<file path="config.mk">
export PLATFORM = sky130hd
export DESIGN_NAME = regfile_write_arbiter_flat
export DESIGN_NICKNAME = d
export VERILOG_FILES = /design/src/rtl/regfile_write_arbiter_if.sv /design/src/rtl/regfile_write_arbiter.sv /design/src/flat_wrapper.sv
export SDC_FILE = /design/constraint.sdc
export NUM_CORES = 1
export LEC_CHECK = 0
export ABC_AREA = 1
export ABC_CLOCK_PERIOD_IN_PS = 1300
export CAP_MARGIN = 20
export CORE_ASPECT_RATIO = 0.9
export CORE_MARGIN = 10
export CORE_UTILIZATION = 29
export DETAILED_ROUTE_END_ITERATION = 16
export GPL_ROUTABILITY_DRIVEN = 0
export PLACE_DENSITY_LB_ADDON = 0.08
export REMOVE_ABC_BUFFERS = 1
export SETUP_SLACK_MARGIN = 0.4
export SLEW_MARGIN = 20
export SYNTH_ARGS = -nofsm -noshare
export SYNTH_HDL_FRONTEND = slang
export SYNTH_SLANG_ARGS = --single-unit
export TNS_END_PERCENT = 1
</file>
<file path="constraint.sdc">
create_clock -name clk -period 1.3 [get_ports clk]
set_input_delay 0.13 -clock clk [delete_from_list [all_inputs] [get_ports clk]]
set_output_delay 0.13 -clock clk [all_outputs]
set_load 0.005 [all_outputs]
</file>
<file path="src/rtl/regfile_write_arbiter_if.sv">
// Write-port bundle between two requesters, the write-port arbiter and the register file.
// The master side is the requester/observer; the slave side is the arbiter.
interface regfile_write_arbiter_if #(
   parameter int unsigned p_data_nbits  = 32,
   parameter int unsigned p_num_entries = 32
);
   localparam int unsigned c_addr_nbits = $clog2(p_num_entries);

   logic                    req0_val;
   logic                    req0_rdy;
   logic [c_addr_nbits-1:0] req0_addr;
   logic [p_data_nbits-1:0] req0_data;
   logic                    req1_val;
   logic                    req1_rdy;
   logic [c_addr_nbits-1:0] req1_addr;
   logic [p_data_nbits-1:0] req1_data;
   logic                    rf_write_en;
   logic [c_addr_nbits-1:0] rf_write_addr;
   logic [p_data_nbits-1:0] rf_write_data;
   logic                    init_done;

   modport master (
      output req0_val, req0_addr, req0_data,
      output req1_val, req1_addr, req1_data,
      input  req0_rdy, req1_rdy,
      input  rf_write_en, rf_write_addr, rf_write_data, init_done
   );

   modport slave (
      input  req0_val, req0_addr, req0_data,
      input  req1_val, req1_addr, req1_data,
      output req0_rdy, req1_rdy,
      output rf_write_en, rf_write_addr, rf_write_data, init_done
   );
endinterface

</file>
<file path="src/rtl/regfile_write_arbiter.sv">
// Owns the register file write port: clears every entry after reset/clear, then
// round-robin arbitrates two val/rdy requesters with a same-cycle grant.
module regfile_write_arbiter #(
   parameter int unsigned              p_data_nbits  = 32,
   parameter int unsigned              p_num_entries = 32,
   parameter logic [p_data_nbits-1:0]  p_clear_value = '0,
   localparam int unsigned             c_addr_nbits  = $clog2(p_num_entries)
) (
   input logic                    clk,
   input logic                    reset,
   input logic                    clear,
   regfile_write_arbiter_if.slave bus
);

   typedef enum logic {StInit, StRun} state_e;

   state_e                  state_q, state_d;
   logic [c_addr_nbits-1:0] cnt_q, cnt_d;
   logic                    ptr_q, ptr_d;  // 0: req0 wins a tie, 1: req1 wins a tie
   logic                    gnt0, gnt1;

   always_comb begin
      gnt0 = 1'b0;
      gnt1 = 1'b0;
      if (!reset && state_q == StRun) begin
         gnt0 = bus.req0_val && (!bus.req1_val || !ptr_q);
         gnt1 = bus.req1_val && (!bus.req0_val ||  ptr_q);
      end
   end

   always_comb begin
      bus.req0_rdy      = gnt0;
      bus.req1_rdy      = gnt1;
      bus.rf_write_en   = 1'b0;
      bus.rf_write_addr = bus.req0_addr;
      bus.rf_write_data = bus.req0_data;
      bus.init_done     = 1'b0;
      if (!reset) begin
         unique case (state_q)
            StInit: begin
               bus.rf_write_en   = 1'b1;
               bus.rf_write_addr = cnt_q;
               bus.rf_write_data = p_clear_value;
            end
            StRun: begin
               bus.init_done   = 1'b1;
               bus.rf_write_en = bus.req0_val | bus.req1_val;
               if (gnt1) begin
                  bus.rf_write_addr = bus.req1_addr;
                  bus.rf_write_data = bus.req1_data;
               end
            end
         endcase
      end
   end

   always_comb begin
      state_d = state_q;
      cnt_d   = cnt_q;
      ptr_d   = ptr_q;
      unique case (state_q)
         StInit: begin
            if (clear) begin
               cnt_d = '0;
            end else if (cnt_q == c_addr_nbits'(p_num_entries - 1)) begin
               state_d = StRun;
               cnt_d   = '0;
            end else begin
               cnt_d = cnt_q + c_addr_nbits'(1);
            end
         end
         StRun: begin
            if (gnt0) ptr_d = 1'b1;
            else if (gnt1) ptr_d = 1'b0;
            // The grant in a clear cycle still writes; only the pointer is forced.
            if (clear) begin
               state_d = StInit;
               cnt_d   = '0;
               ptr_d   = 1'b0;
            end
         end
      endcase
   end

   always_ff @(posedge clk) begin
      if (reset) begin
         state_q <= StInit;
         cnt_q   <= '0;
         ptr_q   <= 1'b0;
      end else begin
         state_q <= state_d;
         cnt_q   <= cnt_d;
         ptr_q   <= ptr_d;
      end
   end

   a_val0_known: assert property (@(posedge clk) disable iff (reset)
      !$isunknown(bus.req0_val));
   a_val1_known: assert property (@(posedge clk) disable iff (reset)
      !$isunknown(bus.req1_val));
   a_addr0_ok: assert property (@(posedge clk) disable iff (reset)
      bus.req0_val |-> (!$isunknown(bus.req0_addr) && (32'(bus.req0_addr) < p_num_entries)));
   a_addr1_ok: assert property (@(posedge clk) disable iff (reset)
      bus.req1_val |-> (!$isunknown(bus.req1_addr) && (32'(bus.req1_addr) < p_num_entries)));
   a_hold0: assert property (@(posedge clk) disable iff (reset)
      (bus.req0_val && !bus.req0_rdy) |=>
      (bus.req0_val && $stable(bus.req0_addr) && $stable(bus.req0_data)));
   a_hold1: assert property (@(posedge clk) disable iff (reset)
      (bus.req1_val && !bus.req1_rdy) |=>
      (bus.req1_val && $stable(bus.req1_addr) && $stable(bus.req1_data)));

endmodule

</file>
<file path="src/flat_wrapper.sv">
// flat-port wrapper written by rule: the top's interface ports become plain ports
module regfile_write_arbiter_flat 
#(
   parameter int unsigned              p_data_nbits  = 32,
   parameter int unsigned              p_num_entries = 32,
   parameter logic [p_data_nbits-1:0]  p_clear_value = '0,
   localparam int unsigned             c_addr_nbits  = $clog2(p_num_entries)
)
  (clk, reset, clear, bus_req0_val, bus_req0_addr, bus_req0_data, bus_req1_val, bus_req1_addr, bus_req1_data, bus_req0_rdy, bus_req1_rdy, bus_rf_write_en, bus_rf_write_addr, bus_rf_write_data, bus_init_done);
  regfile_write_arbiter_if #(.p_data_nbits(p_data_nbits), .p_num_entries(p_num_entries)) bus_i ();
  input logic clk;
  input logic reset;
  input logic clear;
  input wire logic [$bits(bus_i.req0_val)-1:0] bus_req0_val;
  input wire logic [$bits(bus_i.req0_addr)-1:0] bus_req0_addr;
  input wire logic [$bits(bus_i.req0_data)-1:0] bus_req0_data;
  input wire logic [$bits(bus_i.req1_val)-1:0] bus_req1_val;
  input wire logic [$bits(bus_i.req1_addr)-1:0] bus_req1_addr;
  input wire logic [$bits(bus_i.req1_data)-1:0] bus_req1_data;
  output wire logic [$bits(bus_i.req0_rdy)-1:0] bus_req0_rdy;
  output wire logic [$bits(bus_i.req1_rdy)-1:0] bus_req1_rdy;
  output wire logic [$bits(bus_i.rf_write_en)-1:0] bus_rf_write_en;
  output wire logic [$bits(bus_i.rf_write_addr)-1:0] bus_rf_write_addr;
  output wire logic [$bits(bus_i.rf_write_data)-1:0] bus_rf_write_data;
  output wire logic [$bits(bus_i.init_done)-1:0] bus_init_done;
  assign bus_i.req0_val = bus_req0_val;
  assign bus_i.req0_addr = bus_req0_addr;
  assign bus_i.req0_data = bus_req0_data;
  assign bus_i.req1_val = bus_req1_val;
  assign bus_i.req1_addr = bus_req1_addr;
  assign bus_i.req1_data = bus_req1_data;
  assign bus_req0_rdy = bus_i.req0_rdy;
  assign bus_req1_rdy = bus_i.req1_rdy;
  assign bus_rf_write_en = bus_i.rf_write_en;
  assign bus_rf_write_addr = bus_i.rf_write_addr;
  assign bus_rf_write_data = bus_i.rf_write_data;
  assign bus_init_done = bus_i.init_done;
  regfile_write_arbiter #(.p_data_nbits(p_data_nbits), .p_num_entries(p_num_entries), .p_clear_value(p_clear_value)) u_core (.clk(clk), .reset(reset), .clear(clear), .bus(bus_i));
endmodule
</file>
==> impl_summary.log, run 1 <==
[metrics] category of the critical setup timing path: flop to output port
[metrics] clock root cell: clkbuf_8
[metrics] pin count of the biggest net entering global routing: 17
[metrics] first-pass GRT wire length: 10900 um
[metrics] proportion of register bits with asynchronous set or reset after synthesis: 0%
[metrics] CTS clock-pin slew for the worst setup and hold paths: around 0.050 ns
[metrics] H-tree level count: 1
[metrics] sequential area share after synthesis: between 10% and 20%
[metrics] library cell appearing most often on the critical path: buf_6
[metrics] Post-synth EDFFs: 0
[metrics] share of post-route cells with drive strength above 1: between 20% and 30%
[metrics] number of antenna violations at the first check in global routing: 0
[metrics] Tcrit/Tclk final: 119%
[metrics] number of hold buffers added after cts: 0
[metrics] Nets: around 520
[metrics] row count: 23
[metrics] drt initial violations: slightly above 90
[metrics] Multi-input gate area: 1060 sq um
[metrics] Largest stage delay, worst path: 0.33 ns
[metrics] mean number of vias per cell: ~4.4
[metrics] maximum clock skew at final layout: between 0.004 and 0.005 ns
[metrics] Final setup violation count: 39
[metrics] violations in the final reports: setup timing
[metrics] Die Outline Area: 7930 sq um
[metrics] number of hold violations in the final report: 0
[metrics] router iterations before antenna repair: 4
[metrics] clock tree from TritonCTS: done
[metrics] post-synth cell types: 25
[metrics] Diodes inserted: 0
[metrics] family of cells with the greatest summed delay on the critical path: buffers and inverters
[metrics] total via count in the routed design: around 2200
[metrics] dpl ws: -0.725 ns
[metrics] number of standard cells after synthesis: ~280
[metrics] required time of the worst setup path: around 1.2 ns
[metrics] headroom to the max-slew limit: 82.7%
[metrics] number of remaining DRC errors: 0
[metrics] buffering stage count on the worst path with inverters included: 6
[metrics] remaining antenna violation count: 0
[metrics] global-route congestion overflow total: 0
[metrics] total length of routed wires: about 6900 um
[metrics] core region area: 4520 sq um
[metrics] total number of clock tree sinks: 7
[metrics] half-perimeter wire length of the detailed placement result: ~5200 um
[metrics] most common cell after layout, fill and taps aside: nand2_1
[metrics] worst-path maximum fanout: 3
[metrics] run status: complete, but fails checks
[metrics] data arrival time at the worst-slack endpoint: approximately 1.4 ns
[metrics] register bit total from synthesis: 7
[metrics] port buffer count: ~120
[metrics] maximum vdd drop: between 200 and 250 uV
[metrics] vias in the first global route: 2224
[metrics] synthesized area divided by synthesized cell count: ~4.9 sq um
[metrics] area growth from synthesis to layout: 116%
[metrics] startpoint kind of the worst setup timing path: flop
[metrics] actual slew at the worst max-slew pin: roughly 0.26 ns
[metrics] Most used DFF post-synth: dfxtp_1
[metrics] Ports: 120
[metrics] Layout Utilization: about two thirds
[metrics] Hold Crit Class: flop to flop
[metrics] Hold Slack: around 0.50 ns
[metrics] Chip Height: between 80 and 90 um
[metrics] RSZ-0062 raised after global routing: yes
[metrics] cells traversed along the worst timing path: inv_2 -> nor2_4 -> buf_6 -> inv_4 -> nor2_4 -> buf_6 -> buf_6 -> nand2_1 -> nand2_1 -> buf_2
[metrics] Final Max Tran Viols: 0
[metrics] clock period minus worst slack: between 1.5 and 2 ns
[metrics] effective utilization at floorplan: a little under a third
[metrics] Static Leak: 1.49 nW
[metrics] CTS Buffer Depth: 2
[metrics] count of synthesis-stage warnings from yosys: 0
[metrics] maximum operating frequency: 644 MHz
[metrics] sort of element at the end of the critical path: output port
[metrics] number of fillers in the final layout: ~410
[metrics] number of violations of the max-capacitance limit: 0
[metrics] most used cells in the layout excluding fill and tap cells: 128 x nand2_1, 75 x clkdlybuf4s50_1, 38 x buf_2
[metrics] All-Layer GR Usage: 16.6%
[metrics] TritonCTS buffer count: 3
[metrics] setup slack after layout: -0.253 ns
[metrics] netlist area before placement: around 1400 sq um
[metrics] power density relative to cell area: 396 nW/um^2
[metrics] flip-flop and latch area: between 100 and 150 sq um
[metrics] clock latency reported for the late side of the worst-skew pair: roughly 0.24 ns
[metrics] cell with the biggest individual delay on the critical path: dfxtp_2
[metrics] Die X: ~93 um
[metrics] routed length per placed instance: 13.7 um
## worst min-delay path: stages, from the launching register on
cell and delay [ns]:
dfxtp_1 0.32, nand2_1 0.07, a21oi_1 0.05
## registers in the layout, summed over array words and instances, names as in the netlist
signal and count:
u_core.cnt_q 5, u_core.ptr_q 1, u_core.state_q 1
## stage by stage
stage | std cells | instance area, sq um | power, mW | setup TNS [ns]
after CTS | 503 | 2960 | 1.19 | -7.03
after floorplan | 269 | 1260 | 0.390 | -13.34
after detailed placement | 482 | 2820 | 0.857 | -26.27
after global routing | 503 | 2990 | 1.26 | -9.63
final | 503 | 2990 | 1.19 | -6.89
after global placement | 482 | 2820 | 0.850 | -25.16
## cell families after synthesis
family	Yosys count	share of synthesized area, %
and+or+nand+nor	186	54.2
buffers and inverters	51	18.9
AOI/OAI and AO/OA	38	14.9
DFF	7	10.1
adders and majority gates	2	1.81
## routing by layer
layer / vias to the layer above / wire length, um / track usage (%) / part of all wire, %
li1: 1184 / - / - / -
met1: 942 / 3000 / 18.2 / 44
met2: 84 / 3230 / 29.9 / 47
met3: 7 / 568 / 5.31 / 8.2
met4: 0 / 86 / 4.48 / 1.2
met5: - / 0 / 0 / 0
## timing repair
action / CTS / global route
resized for setup: 194 / 12
cloned: 3 / 0
setup buffers: 14 / 0
pin swaps: 10 / 6
setup endpoints to repair: 48 / 48
## where the power goes
group	internal, mW	total [mW]	switching [mW]
registers	0.218	0.222	0.00456
clock network	0.214	0.330	0.116
logic	0.388	0.632	0.244
total	0.820	1.19	0.365
## final cells by class
cell class / instances / share of cell area (%)
multi-input combinational: 226 / 35.5
tap: 62 / 2.59
timing repair buffer: 168 / 50.8
clock buffer: 4 / 1.51
inverter: 36 / 4.68
sequential: 7 / 4.94
## final timing paths
path,start,endpoint,slack (ns),cells past startpoint
setup reg to reg,u_core.state_q,u_core.ptr_q,0.03,9
hold reg to reg,u_core.cnt_q[4],u_core.cnt_q[4],0.50,2
hold / removal,u_core.cnt_q[4],u_core.cnt_q[4],0.50,2
setup / recovery,u_core.state_q,bus_rf_write_data[27],-0.25,10
## synthesized netlist by cell type, types with 2 or more instances
master   instances  area (sq um)
o21ai_1         24           120
nor2_1          33           124
buf_6            7          78.8
a21oi_1          7          35.0
nand2_2          2          12.5
nand3_1         10          50.1
nand4_1          4          25.0
inv_1           33           124
a21oi_2          2          17.5
nand2_1        133           499
inv_2            3          11.3
buf_2            2          10.0
ha_1             2          25.0
dfxtp_1          7           140
buf_4            4          30.0
o21ai_0          2          10.0
Note: power is estimated with default switching activity, not from simulation.
==> inputs of run 2 (changes only) <==
--- a/config.mk
+++ b/config.mk
@@ -5,12 +5,11 @@
 export SDC_FILE = /design/constraint.sdc
 export NUM_CORES = 1
 export LEC_CHECK = 0
-export ABC_AREA = 1
 export ABC_CLOCK_PERIOD_IN_PS = 1300
 export CAP_MARGIN = 20
 export CORE_ASPECT_RATIO = 0.9
 export CORE_MARGIN = 10
-export CORE_UTILIZATION = 29
+export CORE_UTILIZATION = 28
 export DETAILED_ROUTE_END_ITERATION = 16
 export GPL_ROUTABILITY_DRIVEN = 0
 export PLACE_DENSITY_LB_ADDON = 0.08
==> run 2 against run 1 <==
  * Die area decreased by 4.5%
  * Via count shrank 9.1%
  * Critical path depth is 4 lower
  * First-iteration DRC count increased by 50%
  * Synthesized cell count is 32% lower
  * Clock-buffer cell count did not move
  * Setup slack worse by 0.13 ns
  * Synthesized area is 9.0% lower
  * Largest power group unchanged
  * Register-to-register slack got worse by 0.03 ns
  * The flow still finishes with violations (setup timing)
  * Critical path type unchanged
  * Combinational power is 14% lower
==> impl_summary.log, run 2 <==
[metrics] number of remaining DRC errors: 0 (unchanged)
[metrics] sequential area share after synthesis: 11.1% (+1.0 points)
[metrics] dpl ws: -0.686 ns (+0.0387 ns)
[metrics] RSZ-0062 raised after global routing: yes
[metrics] routed length per placed instance: 17.7 um (+29%)
[metrics] most instantiated cells after synthesis: 45 x nand2_1, 34 x a21oi_1, 29 x a221o_1
[metrics] Diodes inserted: 0 (unchanged)
[metrics] top cell type by total area after synthesis: a221o_1
[metrics] effective utilization at floorplan: 28.6% (-2.0 points)
[metrics] Compound-Gate Fraction of Synth Area: 46.4% (+31 points)
[metrics] half-perimeter wire length of the detailed placement result: 5110 um (-1.6%)
[metrics] internal power component: 0.781 mW (-4.8%)
[metrics] Final setup violation count: 38 (-2.6%)
[metrics] CTS Buffer Depth: 2 (unchanged)
[metrics] maximum operating frequency: 593 MHz (-7.9%)
[metrics] TritonCTS buffer count: 3 (unchanged)
[metrics] global-route congestion overflow total: 0 (unchanged)
[metrics] WHS Endpoint: u_core.cnt_q[3]
[metrics] H-tree level count: 1 (unchanged)
[metrics] post-synth cell types: 28 (+12%)
[metrics] total number of clock tree sinks: 7 (unchanged)
[metrics] worst-case register-to-register setup slack: 0 ns (-0.03 ns)
[metrics] Tcrit/Tclk final: 130% (+10 points)
[metrics] headroom to the max-slew limit: 85.7% (+3.0 points)
[metrics] category of the critical setup timing path: flop to output port
[metrics] All-Layer GR Usage: 16.9% (+0.32 points)
[metrics] setup slack after layout: -0.387 ns (-0.133 ns)
[metrics] actual slew at the worst max-slew pin: 0.212 ns (-0.0468 ns)
[metrics] register bit total from synthesis: 7 (unchanged)
[metrics] clock tree from TritonCTS: done
[metrics] power density relative to cell area: 404 nW/um^2 (+2.0%)
[metrics] Chip Height: 83.6 um (-2.3%)
[metrics] data arrival time at the worst-slack endpoint: 1.56 ns (+0.14 ns)
[metrics] run status: complete, but fails checks
[metrics] number of violations of the max-capacitance limit: 0 (unchanged)
[metrics] remaining antenna violation count: 0 (unchanged)
[metrics] most used cells in the layout excluding fill and tap cells: 75 x clkdlybuf4s50_1, 44 x nand2_1, 33 x buf_2
[metrics] startpoint of the most critical hold path: u_core.cnt_q[3]
[metrics] Die Outline Area: 7580 sq um (-4.5%)
[metrics] maximum vdd drop: 563 uV (+150%)
[metrics] most common cell after layout, fill and taps aside: clkdlybuf4s50_1
[metrics] clock latency reported for the late side of the worst-skew pair: 0.23 ns (about the same)
[metrics] relative contribution of sequential cells to total power: 20.5% (+1.7 points)
[metrics] share of the synthesized netlist area taken by xor and xnor gates: 0% (unchanged)
[metrics] most used routing layer in global routing: met2
[metrics] total via count in the routed design: 2015 (-9.1%)
[metrics] drt initial violations: 138 (+50%)
[metrics] row count: 23 (unchanged)
[metrics] Nets: 404 (-23%)
[metrics] area share of and/or/nand/nor cells after synthesis: 28.3% (-26 points)
[metrics] depth of the worst register-to-register path: 6 (-3)
[metrics] first-pass GRT wire length: 10800 um (-1.1%)
[metrics] total length of routed wires: 6790 um (-1.5%)
[metrics] Post-synth EDFFs: 0 (unchanged)
[metrics] number of fillers in the final layout: 419 (+1.5%)
[metrics] synthesized area divided by synthesized cell count: 6.55 sq um (+35%)
[metrics] clock period minus worst slack: 1.69 ns (+0.133 ns)
[metrics] end of the worst register-to-register path: u_core.cnt_q[3]
[metrics] adder-cell area share of the yosys netlist: 1.99% (+0.18 points)
[metrics] met2 GRT Util: 28.2% (-1.7 points)
[metrics] vias in the first global route: 1875 (-16%)
[metrics] net switching fraction of the power: 28.2% (-2.6 points)
[metrics] clock root cell: clkbuf_8
[metrics] core region area: 4400 sq um (-2.5%)
[metrics] proportion of synthesized area in mux cells: 1.59% (+1.6 points)
[metrics] router iterations before antenna repair: 4 (unchanged)
[metrics] startpoint kind of the worst setup timing path: flop
[metrics] violations in the final reports: setup timing
[metrics] Hold Crit Class: flop to flop
[metrics] area growth from synthesis to layout: 114%
[metrics] number of hold violations in the final report: 0 (unchanged)
[metrics] proportion of power drawn by combinational gates: 50.2% (-3.2 points)
[metrics] largest registers: u_core.cnt_q: 5 flops, u_core.ptr_q: 1 flops, u_core.state_q: 1 flops
[metrics] Ports: 120 (unchanged)
[metrics] pin count of the biggest net entering global routing: 42 (+25)
[metrics] proportion of register bits with asynchronous set or reset after synthesis: 0% (unchanged)
[metrics] sum of negative setup slack: -11.18 ns (-4.29 ns)
[metrics] sort of element at the end of the critical path: output port
[metrics] dominant combinational cell family by area after synthesis: compound AO/OA/AOI/OAI gates
[metrics] power consumption: 1.09 mW (-8.3%)
[metrics] required time of the worst setup path: 1.17 ns (about the same)
[metrics] Most used DFF post-synth: dfxtp_1
[metrics] met3 track demand over resource: 4.23% (-1.1 points)
[metrics] count of synthesis-stage warnings from yosys: 0 (unchanged)
[metrics] netlist area before placement: 1260 sq um (-9.0%)
[metrics] port buffer count: 119 (unchanged)
[metrics] part of the total power dissipated in the clock network: 29.3% (+1.4 points)
[metrics] Static Leak: 1.09 nW (-26%)
[metrics] global-route track usage on met1: 21.4% (+3.2 points)
[metrics] leading cell type by number of instances after synthesis: nand2_1
[metrics] number of antenna violations at the first check in global routing: 0 (unchanged)
[metrics] worst-path maximum fanout: 5 (+2)
[metrics] Most flops, register: u_core.cnt_q
[metrics] mean number of vias per cell: 5.25 (+19%)
[metrics] instance count along the most critical hold path: 2 (unchanged)
[metrics] Final Max Tran Viols: 0 (unchanged)
[metrics] CTS clock-pin slew for the worst setup and hold paths: 0.04 ns (about the same)
[metrics] number of standard cells after synthesis: 192 (-32%)
[metrics] max FFs per register: 5 (unchanged)
[metrics] fraction of post-synthesis cell area in the top cell type by area: 23.1% (-13 points)
[metrics] Switch Pwr: 0.307 mW (-16%)
[metrics] Die X: 90.6 um (-2.3%)
[metrics] maximum clock skew at final layout: 0.00185 ns (-0.00271 ns)
[metrics] Layout Utilization: 61.1% (-5.1 points)
[metrics] launch point of the worst reg-to-reg path: u_core.cnt_q[0]
[metrics] share of post-route cells with drive strength above 1: 29.8% (+2.1 points)
[metrics] ranking of synthesized cells by area: a221o_1 23%, a21oi_1 14%, nand2_1 13%
-- run 2: logic make-up after synthesis --
logic type	after synthesis
AOI/OAI and AO/OA	80
adders and majority gates	2
buffers and inverters	24
DFF	7
muxes	2
and+or+nand+nor	77
-- run 2: critical path, stage by stage (launching register included) --
cell	delay, ns
dfxtp_2	0.31
nor2b_4	0.12
and3_4	0.21
buf_12	0.14
buf_16	0.12
a221o_1	0.28
buf_2	0.14
-- run 2: metrics by stage --
| stage | hold slack, ns | area (sq um) | instances |
|---|---|---|---|
| 3_3_place_gp | 0.512 | 2610 | 373 |
| 4_1_cts | 0.541 | 2670 | 384 |
| 5_1_grt | 0.592 | 2690 | 384 |
| 6_report | 0.570 | 2690 | 384 |
| 3_5_place_dp | 0.516 | 2610 | 373 |
| 2_1_floorplan | 0.202 | 1120 | 168 |
-- run 2: worst max path at each step --
stage,from,end,slack [ns]
6_report,u_core.state_q,bus_rf_write_data[25],-0.39
3_3_place_gp,bus_req1_val,bus_rf_write_data[12],-0.70
2_1_floorplan,u_core.state_q,bus_rf_write_data[0],-0.89
4_1_cts,u_core.state_q,bus_rf_write_data[25],-0.41
5_1_grt,u_core.state_q,bus_rf_write_data[16],-0.45
3_5_place_dp,bus_req0_val,bus_rf_write_data[6],-0.69
-- run 2: area by class of cell --
cell class / count / area [sq um] / area share (%)
clock buffer: 4 / 45.0 / 1.67
multi-input combinational: 161 / 1060 / 39.4
sequential: 7 / 145 / 5.40
tap: 62 / 77.6 / 2.88
timing repair buffer: 150 / 1360 / 50.7
-- run 2: metal layers --
layer | up-vias | share of wire (%)
li1 | 1001 | -
met1 | 939 | 44
met2 | 71 | 49
met3 | 4 | 6.7
met4 | 0 | 0.50
met5 | - | 0
-- run 2: power by group through the flow --
stage	Sequential, mW	Combinational [mW]	Clock, mW
after floorplan	0.226	0.112	0
after global placement	0.224	0.585	0
after detailed placement	0.224	0.584	0
after CTS	0.221	0.547	0.325
after global routing	0.222	0.588	0.346
final	0.222	0.546	0.319
-- run 2: repair_timing --
action	in CTS	in global routing
endpoints found under the setup margin	48	48
resized for setup	182	16
pin swaps	9	6
hold buffers	0	0
setup buffers	5	0
gates cloned	2	0
